## config.mk

```make
export PLATFORM = sky130hd
export DESIGN_NAME = exec_arbiter_flat
export DESIGN_NICKNAME = d
export VERILOG_FILES = /design/src/rtl/exec_arbiter_if.sv /design/src/rtl/exec_arbiter.sv /design/src/flat_wrapper.sv
export SDC_FILE = /design/constraint.sdc
export NUM_CORES = 1
export LEC_CHECK = 0
export BUFFER_PORTS_ARGS = -buffer_cell sky130_fd_sc_hd__buf_2
export CORE_AREA = 2 2 217 219
export CTS_BUF_LIST = sky130_fd_sc_hd__clkbuf_16
export CTS_CLUSTER_DIAMETER = 60
export DETAILED_ROUTE_END_ITERATION = 8
export DIE_AREA = 0 0 219 221
export PLACE_DENSITY = 0.44
export SETUP_SLACK_MARGIN = 0.1
export SYNTH_ARGS = -nofsm -noshare
export SYNTH_HDL_FRONTEND = slang
export SYNTH_SLANG_ARGS = --single-unit
```

## constraint.sdc

```tcl
create_clock -name clk -period 2.45 [get_ports clk]
set_input_delay 0 -clock clk [delete_from_list [all_inputs] [get_ports clk]]
set_output_delay 0 -clock clk [all_outputs]
set_load 0.1 [all_outputs]
```

## src/rtl/exec_arbiter_if.sv

```systemverilog
// exec_arbiter_if: requester, response and execution-unit signals
// shared between the arbiter (slave) and its environment (master).
interface exec_arbiter_if;
    logic        req0_valid;
    logic        req1_valid;
    logic        req0_ready;
    logic        req1_ready;
    logic [63:0] req0_a;
    logic [63:0] req0_b;
    logic [63:0] req1_a;
    logic [63:0] req1_b;
    logic [7:0]  req0_op;
    logic [7:0]  req1_op;
    logic        rsp0_valid;
    logic        rsp1_valid;
    logic        rsp0_ready;
    logic        rsp1_ready;
    logic [63:0] rsp_y;
    logic [4:0]  rsp_flags;
    logic        busy;
    logic [63:0] eu_a;
    logic [63:0] eu_b;
    logic [1:0]  eu_shift_fn;
    logic [1:0]  eu_logic_fn;
    logic [1:0]  eu_func_class;
    logic        eu_add_n_sub;
    logic        eu_ext_word;
    logic [63:0] eu_y;
    logic        eu_zero;
    logic        eu_alt_b;
    logic        eu_alt_bu;
    logic        eu_cout;
    logic        eu_ovfl;

    modport slave (
        input  req0_valid, req1_valid,
        input  req0_a, req0_b, req1_a, req1_b,
        input  req0_op, req1_op,
        input  rsp0_ready, rsp1_ready,
        input  eu_y, eu_zero, eu_alt_b, eu_alt_bu, eu_cout, eu_ovfl,
        output req0_ready, req1_ready,
        output rsp0_valid, rsp1_valid,
        output rsp_y, rsp_flags, busy,
        output eu_a, eu_b, eu_shift_fn, eu_logic_fn, eu_func_class,
        output eu_add_n_sub, eu_ext_word
    );

    modport master (
        output req0_valid, req1_valid,
        output req0_a, req0_b, req1_a, req1_b,
        output req0_op, req1_op,
        output rsp0_ready, rsp1_ready,
        output eu_y, eu_zero, eu_alt_b, eu_alt_bu, eu_cout, eu_ovfl,
        input  req0_ready, req1_ready,
        input  rsp0_valid, rsp1_valid,
        input  rsp_y, rsp_flags, busy,
        input  eu_a, eu_b, eu_shift_fn, eu_logic_fn, eu_func_class,
        input  eu_add_n_sub, eu_ext_word
    );
endinterface

```

## src/rtl/exec_arbiter.sv

```systemverilog
// exec_arbiter: round-robin arbiter and sequencer feeding two
// requesters into one shared 64-bit execution unit.
module exec_arbiter #(
    parameter bit PRIO_INIT = 1'b0
) (
    input  logic          clk,
    input  logic          reset_n,
    exec_arbiter_if.slave bus
);
    typedef enum logic [1:0] {
        ST_IDLE = 2'd0,
        ST_EXEC = 2'd1,
        ST_HOLD = 2'd2
    } state_t;

    state_t      r_state;
    state_t      w_next;
    logic        r_prio;
    logic        r_owner;
    logic [63:0] r_eu_a;
    logic [63:0] r_eu_b;
    logic [7:0]  r_eu_op;
    logic [63:0] r_rsp_y;
    logic [4:0]  r_rsp_flags;

    logic        w_any;
    logic        w_grant;
    logic        w_accept;
    logic        w_rsp_take;
    logic [63:0] w_sel_a;
    logic [63:0] w_sel_b;
    logic [7:0]  w_sel_op;

    assign w_any = bus.req0_valid | bus.req1_valid;

    // A lone requester wins regardless of the priority pointer.
    always_comb begin
        w_grant = r_prio;
        unique case (1'b1)
            bus.req0_valid & ~bus.req1_valid: w_grant = 1'b0;
            ~bus.req0_valid & bus.req1_valid: w_grant = 1'b1;
            default:                          w_grant = r_prio;
        endcase
    end

    assign w_accept   = (r_state == ST_IDLE) & w_any;
    assign w_rsp_take = (r_state == ST_HOLD) &
                        (r_owner ? bus.rsp1_ready : bus.rsp0_ready);

    assign w_sel_a  = w_grant ? bus.req1_a  : bus.req0_a;
    assign w_sel_b  = w_grant ? bus.req1_b  : bus.req0_b;
    assign w_sel_op = w_grant ? bus.req1_op : bus.req0_op;

    always_ff @(posedge clk or negedge reset_n) begin
        if (!reset_n) begin
            r_state <= ST_IDLE;
        end else begin
            r_state <= w_next;
        end
    end

    always_comb begin
        w_next = r_state;
        unique case (r_state)
            ST_IDLE: if (w_accept) w_next = ST_EXEC;
            ST_EXEC: w_next = ST_HOLD;
            ST_HOLD: if (w_rsp_take) w_next = ST_IDLE;
            default: w_next = ST_IDLE;
        endcase
    end

    always_comb begin
        bus.req0_ready = 1'b0;
        bus.req1_ready = 1'b0;
        bus.rsp0_valid = 1'b0;
        bus.rsp1_valid = 1'b0;
        bus.busy       = (r_state != ST_IDLE);
        if (w_accept) begin
            bus.req0_ready = ~w_grant;
            bus.req1_ready = w_grant;
        end
        if (r_state == ST_HOLD) begin
            bus.rsp0_valid = ~r_owner;
            bus.rsp1_valid = r_owner;
        end
    end

    always_ff @(posedge clk or negedge reset_n) begin
        if (!reset_n) begin
            r_prio      <= PRIO_INIT;
            r_owner     <= 1'b0;
            r_eu_a      <= '0;
            r_eu_b      <= '0;
            r_eu_op     <= '0;
            r_rsp_y     <= '0;
            r_rsp_flags <= '0;
        end else begin
            if (w_accept) begin
                r_owner <= w_grant;
                r_eu_a  <= w_sel_a;
                r_eu_b  <= w_sel_b;
                r_eu_op <= w_sel_op;
            end
            if (r_state == ST_EXEC) begin
                r_rsp_y     <= bus.eu_y;
                r_rsp_flags <= {bus.eu_zero, bus.eu_alt_b, bus.eu_alt_bu,
                                bus.eu_cout, bus.eu_ovfl};
            end
            if (w_rsp_take) begin
                r_prio <= ~r_owner;
            end
        end
    end

    assign bus.eu_a          = r_eu_a;
    assign bus.eu_b          = r_eu_b;
    assign bus.eu_shift_fn   = r_eu_op[1:0];
    assign bus.eu_logic_fn   = r_eu_op[3:2];
    assign bus.eu_func_class = r_eu_op[5:4];
    assign bus.eu_add_n_sub  = r_eu_op[6];
    assign bus.eu_ext_word   = r_eu_op[7];
    assign bus.rsp_y         = r_rsp_y;
    assign bus.rsp_flags     = r_rsp_flags;
endmodule

```

## src/flat_wrapper.sv

```systemverilog
// flat-port wrapper written by rule: the top's interface ports become plain ports
module exec_arbiter_flat 
#(
    parameter bit PRIO_INIT = 1'b0
)
  (clk, reset_n, bus_req0_valid, bus_req1_valid, bus_req0_a, bus_req0_b, bus_req1_a, bus_req1_b, bus_req0_op, bus_req1_op, bus_rsp0_ready, bus_rsp1_ready, bus_eu_y, bus_eu_zero, bus_eu_alt_b, bus_eu_alt_bu, bus_eu_cout, bus_eu_ovfl, bus_req0_ready, bus_req1_ready, bus_rsp0_valid, bus_rsp1_valid, bus_rsp_y, bus_rsp_flags, bus_busy, bus_eu_a, bus_eu_b, bus_eu_shift_fn, bus_eu_logic_fn, bus_eu_func_class, bus_eu_add_n_sub, bus_eu_ext_word);
  exec_arbiter_if bus_i ();
  input  logic clk;
  input  logic reset_n;
  input wire logic [$bits(bus_i.req0_valid)-1:0] bus_req0_valid;
  input wire logic [$bits(bus_i.req1_valid)-1:0] bus_req1_valid;
  input wire logic [$bits(bus_i.req0_a)-1:0] bus_req0_a;
  input wire logic [$bits(bus_i.req0_b)-1:0] bus_req0_b;
  input wire logic [$bits(bus_i.req1_a)-1:0] bus_req1_a;
  input wire logic [$bits(bus_i.req1_b)-1:0] bus_req1_b;
  input wire logic [$bits(bus_i.req0_op)-1:0] bus_req0_op;
  input wire logic [$bits(bus_i.req1_op)-1:0] bus_req1_op;
  input wire logic [$bits(bus_i.rsp0_ready)-1:0] bus_rsp0_ready;
  input wire logic [$bits(bus_i.rsp1_ready)-1:0] bus_rsp1_ready;
  input wire logic [$bits(bus_i.eu_y)-1:0] bus_eu_y;
  input wire logic [$bits(bus_i.eu_zero)-1:0] bus_eu_zero;
  input wire logic [$bits(bus_i.eu_alt_b)-1:0] bus_eu_alt_b;
  input wire logic [$bits(bus_i.eu_alt_bu)-1:0] bus_eu_alt_bu;
  input wire logic [$bits(bus_i.eu_cout)-1:0] bus_eu_cout;
  input wire logic [$bits(bus_i.eu_ovfl)-1:0] bus_eu_ovfl;
  output wire logic [$bits(bus_i.req0_ready)-1:0] bus_req0_ready;
  output wire logic [$bits(bus_i.req1_ready)-1:0] bus_req1_ready;
  output wire logic [$bits(bus_i.rsp0_valid)-1:0] bus_rsp0_valid;
  output wire logic [$bits(bus_i.rsp1_valid)-1:0] bus_rsp1_valid;
  output wire logic [$bits(bus_i.rsp_y)-1:0] bus_rsp_y;
  output wire logic [$bits(bus_i.rsp_flags)-1:0] bus_rsp_flags;
  output wire logic [$bits(bus_i.busy)-1:0] bus_busy;
  output wire logic [$bits(bus_i.eu_a)-1:0] bus_eu_a;
  output wire logic [$bits(bus_i.eu_b)-1:0] bus_eu_b;
  output wire logic [$bits(bus_i.eu_shift_fn)-1:0] bus_eu_shift_fn;
  output wire logic [$bits(bus_i.eu_logic_fn)-1:0] bus_eu_logic_fn;
  output wire logic [$bits(bus_i.eu_func_class)-1:0] bus_eu_func_class;
  output wire logic [$bits(bus_i.eu_add_n_sub)-1:0] bus_eu_add_n_sub;
  output wire logic [$bits(bus_i.eu_ext_word)-1:0] bus_eu_ext_word;
  assign bus_i.req0_valid = bus_req0_valid;
  assign bus_i.req1_valid = bus_req1_valid;
  assign bus_i.req0_a = bus_req0_a;
  assign bus_i.req0_b = bus_req0_b;
  assign bus_i.req1_a = bus_req1_a;
  assign bus_i.req1_b = bus_req1_b;
  assign bus_i.req0_op = bus_req0_op;
  assign bus_i.req1_op = bus_req1_op;
  assign bus_i.rsp0_ready = bus_rsp0_ready;
  assign bus_i.rsp1_ready = bus_rsp1_ready;
  assign bus_i.eu_y = bus_eu_y;
  assign bus_i.eu_zero = bus_eu_zero;
  assign bus_i.eu_alt_b = bus_eu_alt_b;
  assign bus_i.eu_alt_bu = bus_eu_alt_bu;
  assign bus_i.eu_cout = bus_eu_cout;
  assign bus_i.eu_ovfl = bus_eu_ovfl;
  assign bus_req0_ready = bus_i.req0_ready;
  assign bus_req1_ready = bus_i.req1_ready;
  assign bus_rsp0_valid = bus_i.rsp0_valid;
  assign bus_rsp1_valid = bus_i.rsp1_valid;
  assign bus_rsp_y = bus_i.rsp_y;
  assign bus_rsp_flags = bus_i.rsp_flags;
  assign bus_busy = bus_i.busy;
  assign bus_eu_a = bus_i.eu_a;
  assign bus_eu_b = bus_i.eu_b;
  assign bus_eu_shift_fn = bus_i.eu_shift_fn;
  assign bus_eu_logic_fn = bus_i.eu_logic_fn;
  assign bus_eu_func_class = bus_i.eu_func_class;
  assign bus_eu_add_n_sub = bus_i.eu_add_n_sub;
  assign bus_eu_ext_word = bus_i.eu_ext_word;
  exec_arbiter #(.PRIO_INIT(PRIO_INIT)) u_core (.clk(clk), .reset_n(reset_n), .bus(bus_i));
endmodule
```

==> flow_summary.json, run 1 <==
{
  "status": "finished, final reports clean",
  "nets": 2016,
  "min_period_ns": 2.230,
  "crit_fanout": 29,
  "required_ns": 2.85,
  "yosysTopAreaCellShare_pct": 57.78,
  "drv_slew": 0,
  "critPathLaunch": "u_core.r_prio$_DFFE_PN0P_",
  "post_drt_wl_per_cell_um": 15.20,
  "die_h_um": 221,
  "synth_commonest_cells": "dfrtp_1, mux2i_1, nand2_1, o21ai_0, mux2_2",
  "cts_tree": "built",
  "hold_viol_final": 0,
  "drc": 0,
  "layout-drive-gt1-share_pct": 41.24,
  "rows": 79,
  "synthFlopType": "dfrtp_1",
  "numCtsBuffers": 28,
  "grt_pass1_wl_um": 52850,
  "synth_cell_types": 22,
  "clkTransAtPathRegs_ns": 0.06,
  "grt_usage_pct": 13.68,
  "cp-end-kind": "flip-flop",
  "finalSetupTns_ns": 0,
  "r2r_start": "u_core.r_prio$_DFFE_PN0P_",
  "dieWidth_um": 219,
  "dr.first_iter.drc_count": 314,
  "portBuffers": 556,
  "min_from": "bus_req1_valid",
  "synth_seq_cells": 209,
  "ant_nets": 0,
  "fin_util_pct": 36.77,
  "slew_headroom_pct": 58.77,
  "die_area_mm2": 0.04840,
  "io_pins": 557,
  "min_path_type": "primary input to flip-flop",
  "grt_max_degree": 153,
  "routed_wl_um": 34800,
  "grt_pass1_vias": 9990,
  "worst_pin_slew_ns": 0.6185,
  "gp_congestion": 0.7838,
  "dp_hpwl_um": 23790,
  "crit_chain": "mux2i_4 -> buf_12 -> buf_16 -> mux2i_1 -> dlygate4sd3_1 -> o21ai_0",
  "insertion_delay_ns": 0.55,
  "fin_hold_ws_ns": 0.07640,
  "synth.most_common_cell": "dfrtp_1",
  "worst-path-stages": 6,
  "period_share_pct": 91.02,
  "rsz0062_at_grt": "no",
  "setup_violations": 0,
  "num_antenna_cells": 0,
  "cpLargestDelayFamily": "buffers and inverters",
  "crit_slowest_cell": "dlygate4sd3_1",
  "cts_buffer_depth": 3,
  "syn2layout_area_growth_pct": 87.10,
  "grt_overflow": 0,
  "cp.arrival_ns": 2.63,
  "rrSetupSlack_ns": 0.22,
  "postSynthAreaPerCell_um2": 11.85,
  "synth.area.top_cells": "dfrtp_1, mux2i_1, mux2_2",
  "cpPeakStageDelay_ns": 0.57,
  "maxCapViolations": 0,
  "yosys_warnings": 0,
  "fmax_mhz": 448.4,
  "worst_r2r_endpoint": "u_core.bus.eu_a[59]$_DFFE_PN0P_",
  "start_util_pct": 19.65,
  "synthArstFlopShare_pct": 100.0,
  "start_kind": "flip-flop",
  "ys_seq_area_share_pct": 57.78,
  "synth_edf_count": 0,
  "cts.sinks": 209,
  "grt_antenna_before_repair": 0,
  "synth_nets": 1114,
  "synthCells": 764,
  "coreArea_mm2": 0.04606,
  "crit_path_end": "u_core.bus.eu_a[59]$_DFFE_PN0P_",
  "path_buf_inv": 3,
  "cts_root_buffer": "clkbuf_16",
  "fin_skew_ns": 0.01362,
  "synth_area_mm2": 0.009051,
  "cts-htree-levels": 1,
  "vias": 9155,
  "crit_type": "flip-flop to flip-flop",
  "reg2reg_depth": 6,
  "first_pass_iters": 4,
  "viasPerCell": 3.998,
  "yosys.area.top_type": "dfrtp_1"
}
-- sequential cells by signal, summed over array words and instances (netlist names) --
register	count
u_core.bus.eu_b	64
u_core.r_eu_op	8
u_core.bus.rsp_flags	5
u_core.r_state	2
u_core.r_owner	1
u_core.r_prio	1
u_core.bus.rsp_y	64
u_core.bus.eu_a	64
-- routing by layer --
layer / GRT usage, % / up-vias / share of wire (%)
met5: 0 / - / 0
met3: 3.766 / 80 / 7.8
met1: 14.61 / 4253 / 38
li1: - / 4444 / -
met2: 25.31 / 378 / 50
met4: 5.187 / 0 / 4.0
-- placed cells by master (no fill, tap or decap), types with 2 or more instances in the layout --
cell type and instances:
buf_16 2, mux2_2 69, nand2_1 136, ha_1 3, dfrtp_1 209, clkinv_2 7, inv_1 9, nor2_1 2
clkbuf_16 29, buf_12 7, clkinv_1 3, buf_2 555, bufinv_16 2, o21ai_0 89, o21ai_1 50, mux2i_1 137
buf_4 13, dlygate4sd3_1 345
-- cell type report --
cell class                 instances  area (um^2)
inverter                           5        18.77
fill                            4650        29130
clock buffer                      28        700.7
multi-input combinational        497         3497
sequential                       209         5230
tap                              607        759.5
timing repair buffer             925         6575
clock inverter                    19        153.9
-- worst min path at each step --
| stage | end | depth (start not counted) |
|---|---|---|
| final | u_core.r_owner$_DFFE_PN0P_ | 5 |
| after global routing | u_core.r_owner$_DFFE_PN0P_ | 5 |
| after CTS | u_core.r_owner$_DFFE_PN0P_ | 5 |
| after detailed placement | u_core.bus.rsp_y[8]$_DFFE_PN0N_ | 1 |
| after global placement | u_core.bus.eu_a[31]$_DFFE_PN0P_ | 1 |
| after floorplan | u_core.bus.eu_a[0]$_DFFE_PN0P_ | 0 |
-- worst register-to-register path: stages (launching register included) --
cell and delay, ns:
dfrtp_1 0.42, mux2i_4 0.25, buf_12 0.24, buf_16 0.28, mux2i_1 0.24, dlygate4sd3_1 0.57
o21ai_0 0.08
-- through the flow --
step           worst slack (ns)  cells  cell area [um^2]
6_report                 0.2199   2290             16940
5_1_grt                  0.1050   2290             16940
4_1_cts                  0.1772   2288             16900
3_5_place_dp             0.5070   1895             12570
3_3_place_gp             0.5361   1895             12570
2_1_floorplan            0.2352    764              9051
-- cell families (layout without fill, tap and decap cells) --
logic type               count (synthesis)  after routing  synth area share, %
AND/OR/NAND/NOR                        145            145                6.262
adder cells (fa/ha/maj)                  3              3               0.4148
flip-flops                             209            209                57.78
AO/OA/AOI/OAI                          142            142                7.893
multiplexers                           207            207                23.85
buffers and inverters                   58            977                3.802
-- repair_timing --
action | CTS | global route
hold buffers | 346 | 0
setup endpoints to repair | 0 | 5
endpoints found under the hold margin | 416 | 0
gates resized for setup | 0 | 2
buffers inserted | 0 | 1
Power of run 1 is not shown: default switching activity piles up to over one toggle a cycle in this logic, so the estimate is an artifact.
==> inputs of run 2 (changes only) <==
--- a/config.mk
+++ b/config.mk
@@ -11,7 +11,7 @@
 export CTS_CLUSTER_DIAMETER = 60
 export DETAILED_ROUTE_END_ITERATION = 8
 export DIE_AREA = 0 0 219 221
-export PLACE_DENSITY = 0.44
+export PLACE_DENSITY = 0.42
 export SETUP_SLACK_MARGIN = 0.1
 export SYNTH_ARGS = -nofsm -noshare
 export SYNTH_HDL_FRONTEND = slang
==> flow_summary.json, run 2 (synthesis gave the netlist of run 1 again) <==
{
  "grt_overflow": 0,
  "cts.sinks": 209,
  "vias": 9040,
  "worst_r2r_endpoint": "u_core.bus.eu_b[8]$_DFFE_PN0P_",
  "rsz0062_at_grt": "no",
  "numCtsBuffers": 26,
  "grt_pass1_vias": 9662,
  "gp_congestion": 0.7665,
  "insertion_delay_ns": 0.53,
  "routed_wl_um": 33300,
  "crit_type": "flip-flop to output pin",
  "coreArea_mm2": 0.04606,
  "cts_root_buffer": "clkbuf_16",
  "die_h_um": 221,
  "cp-end-kind": "output pin",
  "start_kind": "flip-flop",
  "setup_violations": 0,
  "period_share_pct": 90.18,
  "nets": 2012,
  "syn2layout_area_growth_pct": 86.55,
  "grt_usage_pct": 13.17,
  "clkTransAtPathRegs_ns": 0.06,
  "dieWidth_um": 219,
  "r2r_start": "u_core.r_prio$_DFFE_PN0P_",
  "rows": 79,
  "post_drt_wl_per_cell_um": 14.59,
  "cts-htree-levels": 1,
  "fin_util_pct": 36.66,
  "crit_fanout": 19,
  "reg2reg_depth": 7,
  "critPathLaunch": "u_core.r_state[0]$_DFFE_PN0P_",
  "final_cell_mix": "buf_2, dlygate4sd3_1, dfrtp_1, mux2i_1, nand2_1",
  "io_pins": 557,
  "start_util_pct": 19.65,
  "num_antenna_cells": 0,
  "nFillCells": 4675,
  "die_area_mm2": 0.04840,
  "cts_buffer_depth": 3,
  "portBuffers": 556,
  "grt_antenna_before_repair": 0,
  "dr.first_iter.drc_count": 318,
  "fin_skew_ns": 0.009493,
  "layout-drive-gt1-share_pct": 40.75,
  "final_common_cell": "buf_2",
  "maxCapViolations": 0,
  "first_pass_iters": 4,
  "dp_hpwl_um": 23320,
  "required_ns": 2.45,
  "fin_hold_ws_ns": 0.07148,
  "finalSetupTns_ns": 0,
  "min_path_type": "primary input to async pin",
  "fmax_mhz": 452.6,
  "hold_viol_final": 0,
  "status": "finished, final reports clean",
  "grt_pass1_wl_um": 51210,
  "grt_max_degree": 107,
  "drv_slew": 0,
  "ant_nets": 0,
  "rrSetupSlack_ns": 0.26,
  "drc": 0,
  "min_period_ns": 2.209,
  "slew_headroom_pct": 56.03,
  "cp.arrival_ns": 2.21,
  "cts_tree": "built",
  "viasPerCell": 3.960,
  "worst_pin_slew_ns": 0.6595
}
[run 2: repair_timing]
action / 4_1_cts / 5_1_grt
hold endpoints to repair: 365 / 0
resized for setup: 0 / 1
setup endpoints to repair: 0 / 31
hold buffers: 345 / 0
setup buffers: 0 / 2
[run 2: through the flow]
| stage | instance area [um^2] | std cells | setup WS, ns |
|---|---|---|---|
| 4_1_cts | 16830 | 2280 | 0.1073 |
| 3_3_place_gp | 12560 | 1893 | 0.4455 |
| 3_5_place_dp | 12560 | 1893 | 0.3929 |
| 6_report | 16880 | 2283 | 0.2407 |
| 2_1_floorplan | 9051 | 764 | 0.2352 |
| 5_1_grt | 16880 | 2283 | 0.1204 |
[run 2: layer usage]
metal	wire [um]	global-route usage, %	vias to the layer above
met3	2669	3.299	56
met1	12560	14.35	4189
met5	0	0	-
met4	976	4.621	0
met2	17090	24.46	367
li1	-	-	4428
[run 2: how the worst max path moves through the flow]
stage / to / slack [ns] / cells after the start
5_1_grt: u_core.bus.eu_b[15]$_DFFE_PN0P_ / 0.12 / 7
6_report: bus_req1_ready / 0.24 / 3
2_1_floorplan: u_core.r_owner$_DFFE_PN0P_ / 0.24 / 6
3_5_place_dp: u_core.bus.eu_b[14]$_DFFE_PN0P_ / 0.39 / 8
4_1_cts: bus_req0_ready / 0.11 / 4
3_3_place_gp: u_core.bus.eu_b[15]$_DFFE_PN0P_ / 0.45 / 8
[run 2: cell type report]
type | count | area [um^2] | area share, %
Tap cell | 607 | 759.5 | 4.498
Clock inverter | 15 | 140.1 | 0.8299
Timing Repair Buffer | 923 | 6569 | 38.90
Multi-Input combinational cell | 497 | 3492 | 20.68
Inverter | 5 | 18.77 | 0.1112
Sequential cell | 209 | 5230 | 30.97
Clock buffer | 27 | 675.6 | 4.001
[run 2: worst max-delay path: stages, from the launching register on]
cell	delay, ns
dfrtp_1	0.42
or3_4	0.54
nor2_2	0.21
buf_2	0.49
Power of run 2 is left out for the same reason.
==> inputs of run 3 (changes only) <==
--- a/config.mk
+++ b/config.mk
@@ -5,14 +5,17 @@
 export SDC_FILE = /design/constraint.sdc
 export NUM_CORES = 1
 export LEC_CHECK = 0
+export ABC_AREA = 1
 export BUFFER_PORTS_ARGS = -buffer_cell sky130_fd_sc_hd__buf_2
-export CORE_AREA = 2 2 217 219
+export CORE_AREA = 2 2 216 218
 export CTS_BUF_LIST = sky130_fd_sc_hd__clkbuf_16
 export CTS_CLUSTER_DIAMETER = 60
 export DETAILED_ROUTE_END_ITERATION = 8
-export DIE_AREA = 0 0 219 221
-export PLACE_DENSITY = 0.42
+export DIE_AREA = 0 0 218 220
+export GPL_TIMING_DRIVEN = 0
+export PLACE_DENSITY = 0.46
 export SETUP_SLACK_MARGIN = 0.1
+export SLEW_MARGIN = 20
 export SYNTH_ARGS = -nofsm -noshare
 export SYNTH_HDL_FRONTEND = slang
 export SYNTH_SLANG_ARGS = --single-unit
==> flow_summary.json, run 3 <==
{
  "synth_nets": 1848,
  "syn2layout_area_growth_pct": 76.36,
  "cp.arrival_ns": 2.20,
  "ys_seq_area_share_pct": 48.70,
  "critPathLaunch": "u_core.r_state[1]$_DFFE_PN0P_",
  "synth_commonest_cells": "nand2_1, nand3_1, inv_1, dfrtp_1, buf_2",
  "period_share_pct": 89.79,
  "portBuffers": 556,
  "cts_buffer_depth": 3,
  "cts_tree": "built",
  "fin_hold_ws_ns": 0.07400,
  "layout-drive-gt1-share_pct": 27.83,
  "cts.sinks": 209,
  "postSynthAreaPerCell_um2": 7.169,
  "drc": 0,
  "synth_cell_types": 17,
  "start_util_pct": 23.41,
  "drv_slew": 0,
  "min_path_type": "primary input to flip-flop",
  "cts_setup_buffers": 0,
  "routed_wl_um": 48220,
  "first_pass_iters": 4,
  "fin_skew_ns": 0.01507,
  "grt_pass1_wl_um": 72970,
  "clkTransAtPathRegs_ns": 0.05,
  "final_cell_mix": "buf_2, nand2_1, dlygate4sd3_1, nand3_1, inv_1",
  "grt_usage_pct": 19.53,
  "r2r_start": "u_core.r_prio$_DFFE_PN0P_",
  "required_ns": 2.45,
  "nets": 2789,
  "grt_antenna_before_repair": 5,
  "hold_viol_final": 0,
  "nFillCells": 4787,
  "grt_pass1_vias": 13180,
  "final_common_cell": "buf_2",
  "rows": 79,
  "slew_headroom_pct": 58.87,
  "numCtsBuffers": 35,
  "finalSetupTns_ns": 0,
  "min_from": "bus_req1_valid",
  "cts-htree-levels": 2,
  "maxCapViolations": 0,
  "cp-end-kind": "output pin",
  "crit_chain": "clkinv_2 -> nand2_2 -> nor2_4 -> inv_2 -> buf_6 -> buf_2 -> a21oi_2 -> buf_6",
  "dieWidth_um": 218,
  "gp_congestion": 0.8985,
  "setup_violations": 0,
  "dr.first_iter.drc_count": 683,
  "post_dp_cell_area_mm2": 0.01435,
  "start_kind": "flip-flop",
  "synth.area.top_cells": "dfrtp_1, nand2_1, nand3_1",
  "crit_type": "flip-flop to output pin",
  "die_area_mm2": 0.04796,
  "rsz0062_at_grt": "yes",
  "synth_seq_cells": 209,
  "synth.most_common_cell": "nand2_1",
  "path_buf_inv": 5,
  "yosys_warnings": 0,
  "die_h_um": 220,
  "cpLargestDelayFamily": "buffers and inverters",
  "min_period_ns": 2.200,
  "ant_nets": 0,
  "status": "finished, final reports clean",
  "cts_root_buffer": "clkbuf_16",
  "fmax_mhz": 454.6,
  "yosys.area.top_type": "dfrtp_1",
  "grt_max_degree": 89,
  "io_pins": 557,
  "synthArstFlopShare_pct": 100.0,
  "synth_edf_count": 0,
  "crit_slowest_cell": "dfrtp_1",
  "dp_hpwl_um": 34860,
  "grt_overflow": 0,
  "vias": 13120,
  "synthCells": 1498,
  "viasPerCell": 4.264,
  "insertion_delay_ns": 0.52,
  "post_drt_wl_per_cell_um": 15.67,
  "synth_area_mm2": 0.01074,
  "crit_fanout": 10,
  "rrSetupSlack_ns": 0.28,
  "coreArea_mm2": 0.04586,
  "cpPeakStageDelay_ns": 0.37,
  "cp_common_cell": "buf_6",
  "worst_pin_slew_ns": 0.6170,
  "yosysTopAreaCellShare_pct": 48.70,
  "fin_util_pct": 41.29,
  "postLayoutCellArea_mm2": 0.01894,
  "synthFlopType": "dfrtp_1"
}
-- run 3: cell count changes after synthesis, moves of 50 or more --
| cell | change |
|---|---|
| o21ai_0 | -86 |
| mux2i_1 | -138 |
| nand2_1 | +418 |
| inv_1 | +275 |
| o21ai_1 | -50 |
| mux2_2 | -69 |
| nand3_1 | +342 |
-- run 3: cell type report --
cell class | instances | area, um^2 | area share, %
clock inverters | 26 | 163.9 | 0.8654
well taps | 607 | 759.5 | 4.010
flip-flops and latches | 209 | 5230 | 27.61
multi-input cells | 910 | 3899 | 20.59
clock buffers | 37 | 925.9 | 4.889
plain buffers | 96 | 558.0 | 2.946
diodes | 4 | 10.01 | 0.05285
repair buffers | 904 | 6330 | 33.42
inverters | 283 | 1064 | 5.615
-- run 3: what timing repair did --
item,4_1_cts,5_1_grt
gates resized for setup,2,7
endpoints found under the setup margin,2,49
hold buffers,346,0
endpoints found under the hold margin,416,0
-- run 3: logic make-up after synthesis --
family                     share of synthesized area (%)
DFF                                                48.70
adders and majority gates                         0.3496
and+or+nand+nor                                    35.69
AOI/OAI and AO/OA                                 0.2213
buffers and inverters                              15.04
-- run 3: worst register-to-register path, stage by stage (launching register included) --
cell           delay (ns)
dfrtp_1              0.38
inv_1                0.09
nand2_1              0.13
nand2_4              0.24
buf_1                0.44
nand2_1              0.10
nand3_1              0.09
dlygate4sd3_1        0.55
nand2_1              0.05
-- run 3: routing by layer --
layer  wire [um]  vias to the layer above  global-route usage [%]  share of wire (%)
met2       23770                      472                   33.81                 49
li1            -                     6417                       -                  -
met1       20110                     6142                   23.96                 42
met3        2824                       83                   3.685                5.9
met4        1499                        2                   7.596                3.1
met5          17                        -                       0              0.035
-- run 3: worst paths after layout --
check	to	cells after the start
min in group asynchronous	u_core.bus.rsp_y[59]$_DFFE_PN0N_	3
max in group asynchronous	u_core.bus.eu_b[39]$_DFFE_PN0P_	4
min reg2reg	u_core.bus.rsp_y[6]$_DFFE_PN0N_	2
min	u_core.r_owner$_DFFE_PN0P_	5
max reg2reg	u_core.bus.eu_a[42]$_DFFE_PN0P_	8
max	bus_req0_ready	8
-- run 3: metrics by stage --
| step | worst slack (ns) | cells |
|---|---|---|
| after floorplan | 0.1715 | 1498 |
| after global placement | -2.745 | 2661 |
| after detailed placement | 0.4692 | 2663 |
| after CTS | 0.02779 | 3072 |
| after global routing | 0.08907 | 3076 |
| final | 0.2501 | 3076 |
Power of run 3 is left out for the same reason.
